File: src/rtl/cla_adder_pipe.sv
`default_nettype none
// ============================================================================
// Module      : cla_adder_pipe
// Description : 2-stage pipelined two-level carry-lookahead adder/subtractor
//               with valid/ready handshakes. Define CLA_ADDER_PIPE_SAT_EN to
//               add the saturating-result input 'sat'.
// Revision    : 1.0 - initial release
// ============================================================================
module cla_adder_pipe #(
  parameter int WIDTH = 16
) (
  input  logic             clk,
  input  logic             rst,
  input  logic             in_valid,
  output logic             in_ready,
  input  logic [WIDTH-1:0] a,
  input  logic [WIDTH-1:0] b,
  input  logic             c_in,
  input  logic             sub,
`ifdef CLA_ADDER_PIPE_SAT_EN
  input  logic             sat,
`endif
  output logic             out_valid,
  input  logic             out_ready,
  output logic [WIDTH-1:0] sum,
  output logic             c_out,
  output logic             ovf,
  output logic             zero
);

  localparam int NG = WIDTH / 4;

  if ((WIDTH % 4) != 0 || WIDTH < 4 || WIDTH > 64) begin : g_width_check
    $error("cla_adder_pipe: WIDTH must be a multiple of 4 in 4..64");
  end

  logic [WIDTH-1:0] w_b_eff, w_p, w_g;
  logic [NG-1:0]    w_pg, w_gg;
  logic             w_cin_eff, w_s2_adv, w_accept;

  logic             r_s1_valid;
  logic [WIDTH-1:0] r_p, r_g;
  logic [NG-1:0]    r_pg, r_gg;
  logic             r_cin;

  logic             r_out_valid, r_c_out, r_ovf, r_zero;
  logic [WIDTH-1:0] r_sum;

  assign w_b_eff   = b ^ {WIDTH{sub}};
  assign w_cin_eff = sub | c_in;
  assign w_p       = a ^ w_b_eff;
  assign w_g       = a & w_b_eff;

  assign w_s2_adv  = ~r_out_valid | out_ready;
  assign in_ready  = ~rst & (~r_s1_valid | w_s2_adv);
  assign w_accept  = in_valid & in_ready;

  always_comb begin
    w_pg = '0;
    w_gg = '0;
    for (int k = 0; k < NG; k++) begin
      w_pg[k] = &w_p[4*k +: 4];
      w_gg[k] = w_g[4*k+3]
              | (w_p[4*k+3] & w_g[4*k+2])
              | (w_p[4*k+3] & w_p[4*k+2] & w_g[4*k+1])
              | (w_p[4*k+3] & w_p[4*k+2] & w_p[4*k+1] & w_g[4*k]);
    end
  end

`ifdef CLA_ADDER_PIPE_SAT_EN
  logic r_sat;
`endif

  always_ff @(posedge clk) begin
    if (rst) begin
      r_s1_valid <= 1'b0;
      r_p        <= '0;
      r_g        <= '0;
      r_pg       <= '0;
      r_gg       <= '0;
      r_cin      <= 1'b0;
`ifdef CLA_ADDER_PIPE_SAT_EN
      r_sat      <= 1'b0;
`endif
    end else if (w_accept) begin
      r_s1_valid <= 1'b1;
      r_p        <= w_p;
      r_g        <= w_g;
      r_pg       <= w_pg;
      r_gg       <= w_gg;
      r_cin      <= w_cin_eff;
`ifdef CLA_ADDER_PIPE_SAT_EN
      r_sat      <= sat;
`endif
    end else if (w_s2_adv) begin
      r_s1_valid <= 1'b0;
    end
  end

  // Each carry is an OR of generate terms gated by the propagates above them,
  // expanded fully so no carry waits on a neighbouring carry.
  logic [NG:0]      w_cg;
  logic [WIDTH-1:0] w_carry;
  logic             w_unused_g3;

  always_comb begin
    logic v_prod, v_acc;
    v_prod  = 1'b1;
    v_acc   = 1'b0;
    w_cg    = '0;
    w_cg[0] = r_cin;
    for (int k = 0; k < NG; k++) begin
      v_prod = 1'b1;
      v_acc  = 1'b0;
      for (int j = k; j >= 0; j--) begin
        v_acc  = v_acc | (v_prod & r_gg[j]);
        v_prod = v_prod & r_pg[j];
      end
      w_cg[k+1] = v_acc | (v_prod & r_cin);
    end
  end

  always_comb begin
    logic v_prod, v_acc;
    v_prod      = 1'b1;
    v_acc       = 1'b0;
    w_carry     = '0;
    w_unused_g3 = 1'b0;
    for (int k = 0; k < NG; k++) begin
      w_unused_g3 = w_unused_g3 ^ r_g[4*k+3];
      for (int bi = 0; bi < 4; bi++) begin
        v_prod = 1'b1;
        v_acc  = 1'b0;
        for (int j = bi - 1; j >= 0; j--) begin
          v_acc  = v_acc | (v_prod & r_g[4*k+j]);
          v_prod = v_prod & r_p[4*k+j];
        end
        w_carry[4*k+bi] = v_acc | (v_prod & w_cg[k]);
      end
    end
  end

  logic [WIDTH-1:0] w_sum_raw, w_sum_fin;
  logic             w_c_out, w_ovf;

  assign w_sum_raw = r_p ^ w_carry;
  assign w_c_out   = w_cg[NG];
  assign w_ovf     = w_carry[WIDTH-1] ^ w_c_out;

`ifdef CLA_ADDER_PIPE_SAT_EN
  localparam logic [WIDTH-1:0] c_smax = {1'b0, {(WIDTH-1){1'b1}}};
  localparam logic [WIDTH-1:0] c_smin = {1'b1, {(WIDTH-1){1'b0}}};
  // On overflow a negative raw MSB means the true result was positive.
  assign w_sum_fin = (r_sat & w_ovf) ? (w_sum_raw[WIDTH-1] ? c_smax : c_smin)
                                     : w_sum_raw;
`else
  assign w_sum_fin = w_sum_raw;
`endif

  always_ff @(posedge clk) begin
    if (rst) begin
      r_out_valid <= 1'b0;
      r_sum       <= '0;
      r_c_out     <= 1'b0;
      r_ovf       <= 1'b0;
      r_zero      <= 1'b0;
    end else if (w_s2_adv) begin
      r_out_valid <= r_s1_valid;
      r_sum       <= w_sum_fin;
      r_c_out     <= w_c_out;
      r_ovf       <= w_ovf;
      r_zero      <= (w_sum_fin == '0);
    end
  end

  assign out_valid = r_out_valid;
  assign sum       = r_sum;
  assign c_out     = r_c_out;
  assign ovf       = r_ovf;
  assign zero      = r_zero;

endmodule
`default_nettype wire

File: config.mk
export PLATFORM = sky130hd
export DESIGN_NAME = cla_adder_pipe
export DESIGN_NICKNAME = d
export VERILOG_FILES = /design/src/rtl/cla_adder_pipe.sv
export SDC_FILE = /design/constraint.sdc
export NUM_CORES = 1
export LEC_CHECK = 0
export CAP_MARGIN = 20
export CORE_MARGIN = 2
export CORE_UTILIZATION = 53
export CTS_BUF_LIST = sky130_fd_sc_hd__clkbuf_2
export CTS_CLUSTER_DIAMETER = 50
export DETAILED_ROUTE_END_ITERATION = 7
export GPL_ROUTABILITY_DRIVEN = 0
export GPL_TIMING_DRIVEN = 1
export PLACE_DENSITY = 0.8
export SYNTH_ARGS = -nofsm -noshare
export SYNTH_HDL_FRONTEND = slang
export SYNTH_SLANG_ARGS = --single-unit
File: constraint.sdc
create_clock -name clk -period 2.9 [get_ports clk]
set_input_delay 0.58 -clock clk [delete_from_list [all_inputs] [get_ports clk]]
set_output_delay 0.58 -clock clk [all_outputs]
set_load 0.1 [all_outputs]
==> results of run 1 <==
==> worst paths after layout <==
kind / start / depth (start not counted) / slack (ns) / end
worst max register to register: r_cin / 9 / 0.43 / zero
worst min register to register: sum[1] / 2 / 0.46 / sum[1]
worst max-delay path: r_cin / 9 / 0.43 / zero
worst min-delay path: sum[1] / 2 / 0.46 / sum[1]
==> synth_stat cells, types with 3 or more instances <==
cell type  count
nand3_1        7
and3_1         5
nor3_1         3
ha_1          20
nand2_1       94
a211oi_1       3
nor2_1        13
a21o_1         6
nand3b_1      29
clkbuf_1      18
dfxtp_1       58
o21ai_0        6
xor2_1        20
xnor2_1        9
a221oi_1       5
a21oi_1       32
==> final cells by class <==
cell class,instances,area (sq um),share of cell area
clock inverters,7,46.3,0.0130
well taps,70,87.6,0.0246
inverters,1,3.75,0.00105
clock buffers,9,45.0,0.0126
multi-input cells,266,1630,0.456
repair buffers,65,593,0.166
flip-flops and latches,58,1160,0.326
==> metrics by stage <==
stage	utilization	setup WS (ns)
finish	0.689	0.427
global route	0.689	0.289
CTS	0.689	0.449
detailed placement	0.671	0.376
global placement	0.671	0.456
floorplan	-	0.171
==> tightest hold or removal path, stage by stage (launching register included) <==
cell,delay [ns]
dfxtp_1,0.34
nand2_1,0.05
a21oi_1,0.05
==> cell families after synthesis <==
| logic type | after synthesis | share of synthesized area |
|---|---|---|
| AO/OA/AOI/OAI | 57 | 0.121 |
| XOR/XNOR | 29 | 0.0887 |
| buffers and inverters | 21 | 0.0284 |
| adder cells (fa/ha/maj) | 20 | 0.0874 |
| AND/OR/NAND/NOR | 160 | 0.270 |
| flip-flops | 58 | 0.405 |
==> metal layers <==
layer  up-vias  routed length [um]
met5         -                   0
met4         0                 102
met3        11                 288
met2        61                3080
met1      1160                2900
li1       1290                   -
==> state kept, by name, summed over array words and instances (netlist names) <==
signal	cells
zero	1
sum	16
r_pg	4
r_s1_valid	1
r_gg	4
c_out	1
out_valid	1
r_p	16
r_cin	1
r_g	12
ovf	1
==> report_power, final <==
group	internal, uW	leakage (uW)	switching [uW]
Sequential	865	0.000476	50.4
Combinational	213	0.00104	392
Clock	108	0.0000537	316
Total	1190	0.00157	758
==> flow_summary_export.csv, run 1 <==
group,metric,value,unit
sta,setup_tns,0,ns
global_route,grt_pass1_wl,10600,um
route,wirelength,6380,um
cts,cts_inserted_buffers,9,
run,maxCapViolCount,0,
setup_path,endpoint_kind,"flip-flop",
setup_path,crit_family,"simple AND/OR/NAND/NOR gates",
global_route,grt_pass1_vias,2388,
layout,layout.cells.non_filler,476,
sta,relSlewSlack,0.729,
route,antenna_left,0,
route,drtPass1Iterations,4,
sta,tightest_slew,0.402,ns
floorplan,ios,59,
cts,clk_transition_reported_paths,0.18,ns
logic_synthesis,ys_ff_latch,58,
global_route,grt_busiest_layer,"met2",
global_route,grtUsageMet3,0.0395,
floorplan,die-area,6010,sq um
layout,fillers,453,
floorplan,initial_utilization,0.554,
power,ir_drop,291,uV
power,total_power,1940,uW
sta,report.final.setup_viol,0,
setup_path,path_class,"flip-flop to flip-flop",
route,vias,2522,
floorplan,core,5170,sq um
sta,final_max_slew_viol_count,0,
placed_design,placed_cells,460,
cts,cts-resized-gates,0,
layout,final_cell_mix,"nand2_1, dfxtp_1, clkdlybuf4s50_1",
setup_path,max_stage_delay,0.53,ns
global_route,gr-usage-met1,0.277,
cts,cts_sinks,58,
layout,final_nets,459,
cts,cts_max_path_buffers,2,
setup_path,crit_fanout,4,
cts,cts_setup_buffers,0,
layout,synthToLayoutAreaGrowth,24.4,%
logic_synthesis,synth_top_area_frac,0.405,
route,drtIter0Drc,102,
layout,drive_above_1_share,0.123,
global_route,antenna_found_initial,0,
route,drc,0,
sta,rsz0062_at_grt,"no",
logic_synthesis,synth-main-ff-cell,"dfxtp_1",
setup_path,critPathBufInv,0,
logic_synthesis,avgSynthCellArea,8.30,sq um
cts,cts_tree,"built",
layout,antenna_cells,0,
layout,layout_commonest_cell,"nand2_1",
global_route,grt-ovfl-total,0,
floorplan,die_w,77.5,um
cts,cts_max_level,3,
logic_synthesis,seq_area_frac_synth,0.405,
placed_design,io_buffers,58,
logic_synthesis,synth_area,2860,sq um
logic_synthesis,synthTopCellsByArea,"dfxtp_1, nand2_1, ha_1",
floorplan,rows,26,
sta,fmaxAchievable,0.404,GHz
sta,fin_skew,0.0210,ns
cts,clock_latency,0.49,ns
cts,holdBufCountCts,0,
hold_path,min_path_type,"flip-flop to flip-flop",
route,wl_per_cell,13.4,um
logic_synthesis,syn_inst,345,
sta,fin_crit,2.47,ns
global_route,grtUsageTotal,0.221,
setup_path,required,3.33,ns
logic_synthesis,synth_cell_types,31,
logic_synthesis,yosysTopAreaCell,"dfxtp_1",
global_route,grt_start_max_net_pins,42,
logic_synthesis,async_flop_share,0,
setup_path,cp-start-kind,"flip-flop",
logic_synthesis,synth_fp_nets,403,
logic_synthesis,synth-edff-count,0,
logic_synthesis,synth_warnings,0,
setup_path,crit_arrival,2.90,ns
layout,stdcell_area,3560,sq um
placed_design,post_dp_cell_area,3470,sq um
power,p_leak,0.00157,uW
status,outcome,"finished clean",
sta,hold-worst-slack,0.465,ns
sta,hold_violations,0,
power,powerDensity,546,nW/um^2
placed_design,dp_hpwl,4590,um
setup_path,cpMaxStageDelayCell,"or4b_1",
setup_path,crit_chain,"a21oi_2 -> o21ai_0 -> ha_1 -> nor2_1 -> xnor2_1 -> or4b_1 -> nor4_2 -> nand4bb_1 -> o31ai_2",
floorplan,die_h,77.5,um
sta,fin_crit_sh,0.853,
route,vias_per_cell,5.30,
global_route,use_met2,0.372,
cts,clock-root-buffer,"clkbuf_2",
Power figures use the tool's default switching activity.
==> run 2: changes to the inputs <==
Settings changed: CORE_MARGIN 2 to 1, CORE_UTILIZATION 53 to 50, PLACE_DENSITY 0.8 to 0.76.
==> run 2 against run 1 <==
Effect of this change:
- register-to-register slack barely moved
- wire length is 0.77% lower
- global-route usage increased by 1.1 points
- final area is 0.67% higher
- critical endpoint unchanged
- critical path type unchanged
- sequential power about the same
- highest routed layer unchanged
==> flow_summary_export.csv, run 2 (synthesis results as in run 1) <==
group,metric,value,unit
status,outcome,"finished clean",
sta,hold-worst-slack,0.462,ns
cts,cts_max_path_buffers,2,
layout,layout_commonest_cell,"nand2_1",
setup_path,max_stage_delay,0.54,ns
sta,tightest_slew,0.362,ns
layout,antenna_cells,0,
floorplan,core,5510,sq um
setup_path,r2r-start,"r_cin",
sta,fin_crit_sh,0.853,
layout,fillers,505,
floorplan,die-area,6030,sq um
route,drtPass1Iterations,6,
setup_path,endpoint,"zero",
global_route,grtUsageTotal,0.232,
power,ir_drop,400,uV
floorplan,die_h,77.7,um
sta,relSlewSlack,0.756,
global_route,grt-ovfl-total,0,
placed_design,dp_hpwl,4590,um
floorplan,ios,59,
setup_path,endpoint_kind,"flip-flop",
setup_path,critPathLaunch,"r_cin",
sta,final_max_slew_viol_count,0,
cts,cts_tree,"built",
global_route,antenna_found_initial,0,
layout,multiInputGateArea,1630,sq um
sta,fmaxAchievable,0.404,GHz
layout,final_cell_mix,"nand2_1, dfxtp_1, clkdlybuf4s50_1",
setup_path,cpMaxStageDelayCell,"or4b_1",
setup_path,cp-start-kind,"flip-flop",
route,wirelength,6330,um
power,powerDensity,560,nW/um^2
route,drtIter0Drc,140,
setup_path,crit_arrival,2.88,ns
cts,cts_inserted_buffers,9,
sta,setup_tns,0,ns
setup_path,r2r_slack,0.43,ns
cts,holdBufCountCts,0,
placed_design,post_dp_cell_area,3480,sq um
floorplan,die_w,77.7,um
cts,cts_sinks,58,
global_route,grt_start_max_net_pins,34,
placed_design,io_buffers,58,
cts,clk_transition_reported_paths,0.17,ns
layout,synthToLayoutAreaGrowth,25.2,%
route,wl_per_cell,13.2,um
layout,stdcell_area,3590,sq um
route,drc,0,
cts,cts_setup_buffers,0,
sta,hold_violations,0,
sta,fin_crit,2.47,ns
global_route,grt_pass1_wl,11000,um
layout,drive_above_1_share,0.120,
run,maxCapViolCount,0,
sta,rsz0062_at_grt,"no",
global_route,grt_pass1_vias,2356,
setup_path,path_class,"flip-flop to flip-flop",
floorplan,initial_utilization,0.520,
cts,clock_latency,0.47,ns
route,vias_per_cell,5.21,
hold_path,min_path_type,"flip-flop to flip-flop",
sta,fin_skew,0.0177,ns
layout,regArea,1160,sq um
route,vias,2497,
sta,report.final.setup_viol,0,
setup_path,ff2ff_path_depth,9,
setup_path,crit_chain,"a21oi_2 -> o21ai_0 -> ha_1 -> nor2_1 -> xnor2_1 -> or4b_1 -> nor4_2 -> nand4bb_1 -> o31ai_2",
setup_path,crit_fanout,4,
power,p_leak,0.00159,uW
cts,cts_max_level,3,
layout,final_nets,460,
cts,cts-resized-gates,0,
setup_path,required,3.30,ns
floorplan,rows,27,
route,antenna_left,0,
setup_path,timing.rr.end,"zero",
cts,clock-root-buffer,"clkbuf_2",
-- run 2: changes by cell type in the layout (fill, tap and decap cells not counted), sizes merged --
cell	delta
buf	+1
bufinv	+1
clkinv	+1
clkinvlp	-2
-- run 2: worst min-delay path by stage --
stage | start | cells past startpoint | slack, ns | to
after floorplan | r_pg[3] | 2 | 0.43 | r_pg[3]
after detailed placement | sum[10] | 2 | 0.45 | sum[10]
after global placement | sum[10] | 2 | 0.44 | sum[10]
after global routing | sum[2] | 2 | 0.49 | sum[2]
after CTS | sum[10] | 2 | 0.47 | sum[10]
final | sum[3] | 2 | 0.46 | sum[3]
-- run 2: critical path: cells and delay by family, from the launching register on --
kind | cells | cell delay [ns]
fa+ha+maj | 1 | 0.21
simple gates | 4 | 0.97
xor+xnor | 1 | 0.14
flops | 1 | 0.45
compound gates | 3 | 0.64
-- run 2: per-stage QoR --
stage	instances	power, uW	worst slack, ns	util
4_1_cts	479	2020	0.419	0.651
5_1_grt	479	2120	0.223	0.651
6_report	479	2010	0.425	0.651
3_3_place_gp	463	1520	0.451	0.632
3_5_place_dp	463	1540	0.369	0.632
2_1_floorplan	345	1360	0.171	-
-- run 2: power breakdown --
group / internal [uW] / switching (uW)
sequential: 865 / 49.8
combinational: 214 / 392
clock: 189 / 299
-- run 2: final cells by class --
| cell class | instances | area share |
|---|---|---|
| tap | 72 | 0.0251 |
| inverter | 1 | 0.00105 |
| clock inverter | 7 | 0.0167 |
| sequential | 58 | 0.324 |
| clock buffer | 9 | 0.0126 |
| timing repair buffer | 66 | 0.167 |
| multi-input combinational | 266 | 0.453 |
-- run 2: per-layer routing --
layer	vias to the layer above	routed length [um]	global-route usage
met4	0	82	0.102
met5	-	0	0
met3	9	303	0.0459
met1	1135	3010	0.307
li1	1289	-	-
met2	64	2930	0.365
